`config.mk`:
```
export PLATFORM = sky130hd
export DESIGN_NAME = link_reset_pattern_gen
export DESIGN_NICKNAME = d
export VERILOG_FILES = /design/src/rtl/link_reset_pattern_gen.sv
export SDC_FILE = /design/constraint.sdc
export NUM_CORES = 1
export LEC_CHECK = 0
export BUFFER_PORTS_ARGS = -buffer_cell sky130_fd_sc_hd__buf_2
export CORE_MARGIN = 2
export CORE_UTILIZATION = 56
export CTS_CLUSTER_SIZE = 14
export DETAILED_ROUTE_END_ITERATION = 10
export GPL_ROUTABILITY_DRIVEN = 0
export PLACE_DENSITY_LB_ADDON = 0.1
export RECOVER_POWER = 100
export SLEW_MARGIN = 20
export SYNTH_ARGS = -nofsm -noshare
export SYNTH_HDL_FRONTEND = slang
export SYNTH_SLANG_ARGS = --single-unit
```
`constraint.sdc`:
```
create_clock -name clk -period 4 [get_ports clk]
set_input_delay 0.4 -clock clk [delete_from_list [all_inputs] [get_ports clk]]
set_output_delay 0.4 -clock clk [all_outputs]
set_load 0.02 [all_outputs]
```
`src/rtl/link_reset_pattern_gen.sv`:
```
// ETROC2 readout output stage: passes scrambled data to the serializer, or emits a
// PRBS7 / fixed alignment pattern for HOLD_CYCLES words after a link-reset request.
module link_reset_pattern_gen #(
  parameter int unsigned HOLD_CYCLES = 256
) (
  input  logic        clk,
  input  logic        reset,
  input  logic        dis,
  input  logic [1:0]  serRate,
  input  logic [31:0] din,
  input  logic        linkResetFast,
  input  logic        linkResetSlow,
  input  logic        testPatternSel,
  input  logic [31:0] fixedTestPattern,
  output logic [31:0] dout,
  output logic        linkResetActive
);

  localparam logic [15:0] HOLD = 16'(HOLD_CYCLES);

  typedef enum logic {NORMAL, PATTERN} state_t;

  state_t      state_q, state_d;
  logic [15:0] cnt_q, cnt_d;
  logic [6:0]  prbs_q, prbs_d;
  logic [31:0] dout_q, dout_d;
  logic        sync1_q, sync2_q, sync3_q, edge_q;
  logic [1:0]  settle_q;

  logic        trig;
  logic [31:0] mask;
  logic [31:0] prbs_bits;
  logic [6:0]  s, s8, s16, s32;
  logic        b;

  // The sync chain restarts from zero after dis; settle_q masks the false
  // 0->1 edge that a level already high at release would otherwise produce.
  always_ff @(posedge clk or posedge reset) begin
    if (reset) begin
      sync1_q  <= 1'b0;
      sync2_q  <= 1'b0;
      sync3_q  <= 1'b0;
      edge_q   <= 1'b0;
      settle_q <= 2'd0;
    end else if (dis) begin
      sync1_q  <= 1'b0;
      sync2_q  <= 1'b0;
      sync3_q  <= 1'b0;
      edge_q   <= 1'b0;
      settle_q <= 2'd3;
    end else begin
      sync1_q  <= linkResetSlow;
      sync2_q  <= sync1_q;
      sync3_q  <= sync2_q;
      edge_q   <= (settle_q == 2'd0) & sync2_q & ~sync3_q;
      if (settle_q != 2'd0) settle_q <= settle_q - 2'd1;
    end
  end

  assign trig = linkResetFast | edge_q;

  always_comb begin
    case (serRate)
      2'b00:   mask = 32'h0000_00FF;
      2'b01:   mask = 32'h0000_FFFF;
      default: mask = 32'hFFFF_FFFF;
    endcase
  end

  // Unrolled PRBS7: 32 bits from the current state, tapping the state after 8/16/32 steps.
  always_comb begin
    s         = prbs_q;
    b         = 1'b0;
    prbs_bits = '0;
    s8        = prbs_q;
    s16       = prbs_q;
    for (int i = 0; i < 32; i++) begin
      b            = s[6] ^ s[5];
      prbs_bits[i] = b;
      s            = {s[5:0], b};
      if (i == 7)  s8  = s;
      if (i == 15) s16 = s;
    end
    s32 = s;
  end

  always_comb begin
    state_d = state_q;
    cnt_d   = cnt_q;
    prbs_d  = prbs_q;
    dout_d  = din & mask;
    if (dis) begin
      state_d = NORMAL;
      cnt_d   = '0;
      dout_d  = '0;
    end else begin
      case (state_q)
        NORMAL: begin
          if (trig) begin
            state_d = PATTERN;
            cnt_d   = HOLD;
            prbs_d  = 7'h7F;
          end
        end
        PATTERN: begin
          dout_d = (testPatternSel ? fixedTestPattern : prbs_bits) & mask;
          case (serRate)
            2'b00:   prbs_d = s8;
            2'b01:   prbs_d = s16;
            default: prbs_d = s32;
          endcase
          if (trig) begin
            cnt_d = HOLD;
          end else if (cnt_q == 16'd1) begin
            state_d = NORMAL;
            cnt_d   = '0;
          end else begin
            cnt_d = cnt_q - 16'd1;
          end
        end
        default: state_d = NORMAL;
      endcase
    end
  end

  always_ff @(posedge clk or posedge reset) begin
    if (reset) begin
      state_q <= NORMAL;
      cnt_q   <= '0;
      prbs_q  <= 7'h7F;
      dout_q  <= '0;
    end else begin
      state_q <= state_d;
      cnt_q   <= cnt_d;
      prbs_q  <= prbs_d;
      dout_q  <= dout_d;
    end
  end

  assign dout            = dout_q;
  assign linkResetActive = (state_q == PATTERN);

endmodule

```
==> metrics.md <==
| Metric | Value |
|---|---|
| Violated checks | capacitance limit, slew limit |
| Peak VDD IR | roughly 430 uV |
| Main synth FF type | dfrtp_1 |
| Tcrit/Tclk final | around 62% |
| Lkg Pwr | 0.001939 uW |
| Min-delay worst type | in2reg |
| Clock root cell | clkbuf_8 |
| Post-placement cell area | around 0.0041 mm^2 |
| Slowest CP cell | clkbuf_1 |
| First-pass GRT wire length | 15580 um |
| Synthesized instance count | approximately 390 |
| Rows | 29 |
| Area contributors post-synth | dfrtp_1 38%, xnor2_1 7.3%, mux2i_1 6.7% |
| Post-synthesis cell type count | 52 |
| Setup CP Type | in2reg |
| H-Tree Depth | 3 |
| Clk_lat worst skew | around 0.35 ns |
| Worst Path Arrival | about 2.7 ns |
| Post-synth ARST share | 100.0% |
| Max FO, Critical Path | 58 |
| Cts hold-fix bufs | 0 |
| Via/cell ratio | approximately 5.7 |
| Most frequent cells in the layout | 69 x buf_2, 54 x dfrtp_1, 51 x nor2_1, 37 x clkbuf_1, 30 x xnor2_1 |
| DRC | 0 |
| Status | finished with violations |
| Synth top area share | a little under two fifths |
| Post-Syn Area per Cell | just over 9 um^2 |
| Clock transition at path regs | ~0.07 ns |
| Worst path max stage delay | 1.58 ns |
| Drt total wl | between 9000 and 10000 um |
| Actual slew at the worst max-slew pin | 2.264 ns |
| Sequence of cells on the critical path | clkbuf_1, o21ai_0, mux2i_1, nor2_1 |
| Clock Path Buffers | 2 |
| RR Startpoint | prbs_q[4] |
| Power Dens Cells | around 660 mW/mm^2 |
| Max frequency | around 400 MHz |
| Hold slack | between 0.2 and 0.3 ns |
| Sequential share of the synthesized area | a little over two fifths |
| DR vias | approximately 3200 |
| RSZ-0062 raised after global routing | no |
| Largest net degree at the start of global routing | 59 |
| Post-synthesis register bit count | 62 |
| Die Width | 84.26 um |
| Nets | 548 |
| Antenna diode count | 0 |
| GR Util All Layers | 27.90% |
| First drt pass iteration count | 4 |
| WP buf/inv | 1 |
| Rel. slew slack | -50.92% |
| Final instance area | roughly 0.0043 mm^2 |
| Max_cap viols | 2 |
| # IOs | around 110 |
| Clock period minus final worst setup slack | about 2.5 ns |
| Crit path max-delay family | buffers and inverters |
| Most common cell after layout, fill and taps aside | buf_2 |
| Starting Density | between 50% and 60% |
| Initial antenna violation count | 0 |
| Warnings from Yosys | 0 |
| Critical Path RT | ~4.2 ns |
| Die Height | 84.26 um |
| Core area | roughly 0.0063 mm^2 |
| Setup TNS | 0 ns |
| Fin util | 68.37% |
| DRT iter0 DRCs | approximately 210 |
| Share of layout cells above drive strength 1 | between 20 and 25% |
| Routed len/inst | 16.95 um |
| Reg2reg setup slack | roughly 1.8 ns |
| Number of global-route vias before repair | roughly 3200 |
| Post-synth EDFFs | 0 |
| Cell Area, Synth | 0.003607 mm^2 |
| CP startpoint kind | input pin |
| CTS Buf Count | 9 |
| Resized cells post-CTS | 0 |
| Synthesis-to-layout area growth | 18.97% |
| Cell taking the most area after synthesis | dfrtp_1 |
| Final hold vios | 0 |
| I/O Buffers | between 100 and 150 |
| Critical Path Source | testPatternSel |
| # setup viols final | 0 |
| Filler cell count in the final layout | 523 |
| Worst Skew | 0.009201 ns |
| Crit end category | register |
| # clock sinks | 62 |
| CTS tree | yes |
| DP Wirelength | between 6000 and 7000 um |
| Die Footprint | a little over 0.007 mm^2 |
| Mapped Nets | 462 |
| # Post-CTS Setup Buffers | 0 |
| Grt total ovfl | 0 |
| Slew Limit Fails | 99 |
| Detail Route Antenna Nets | 0 |
| Hold_sp | linkResetSlow |
-- kinds of logic after synthesis --
kind of cell,count (synthesis),synth area share (%)
simple gates,128,17.31
xor+xnor,42,10.20
mux,25,6.972
fa+ha+maj,3,1.041
buf+inv,36,4.544
flops,62,43.25
compound gates,91,16.68
-- area by class of cell --
class | instances | area (um^2) | share of cell area (%)
multi-input combinational | 289 | 1891 | 44.05
sequential | 62 | 1562 | 36.38
timing repair buffer | 106 | 488.0 | 11.37
clock buffer | 11 | 141.4 | 3.294
tap | 77 | 96.34 | 2.245
clock inverter | 4 | 95.09 | 2.216
inverter | 5 | 18.77 | 0.4373
-- synth_stat cells (3+ instances only) --
cell / n
o221ai_1: 3
nand3_1: 5
nor4_1: 3
mux2i_1: 24
a22o_1: 3
clkbuf_1: 17
a21oi_1: 13
o21ai_0: 21
nor3_1: 10
inv_1: 5
xnor2_1: 30
xor2_1: 12
a211oi_1: 9
dfrtp_1: 55
a31oi_1: 15
a311oi_1: 3
dfstp_2: 7
buf_1: 6
nor2b_1: 4
nand2b_1: 13
nor2_1: 51
buf_2: 5
ha_1: 3
o22ai_1: 7
nand2_1: 27
-- power breakdown --
part / internal [uW] / total, uW / switching (uW)
Combinational: 526 / 1200 / 678
Clock: 427 / 678 / 251
Sequential: 755 / 938 / 183
Total: 1710 / 2820 / 1110
-- worst paths after layout --
path	end	depth (start not counted)
worst max-delay path	dout[22]	4
worst min-delay path	sync1_q	2
worst max register to register	prbs_q[2]	5
worst min register to register	sync2_q	1
max in group asynchronous	linkResetActive	3
min in group asynchronous	dout[3]	2
-- layer usage --
layer,share of wire (%),vias up,global-route usage (%)
met5,0,-,0
met4,2.9,0,13.05
met3,4.8,22,5.113
met2,50,89,47.55
met1,43,1532,34.31
li1,-,1522,-
-- metrics by stage --
step | instances | setup WS [ns] | total power (uW)
floorplan | 387 | 2.070 | 1861
global placement | 539 | 1.647 | 2114
detailed placement | 539 | 1.591 | 2144
CTS | 554 | 1.594 | 2825
global route | 554 | 0.9906 | 3001
finish | 554 | 1.503 | 2820
-- state kept, by name, indices dropped and copies added, names as in the netlist --
name,cells
cnt_q,16
dout,32
edge_q,1
linkResetActive,1
prbs_q,7
settle_q,2
sync1_q,1
sync2_q,1
sync3_q,1
Power figures use the tool's default switching activity.
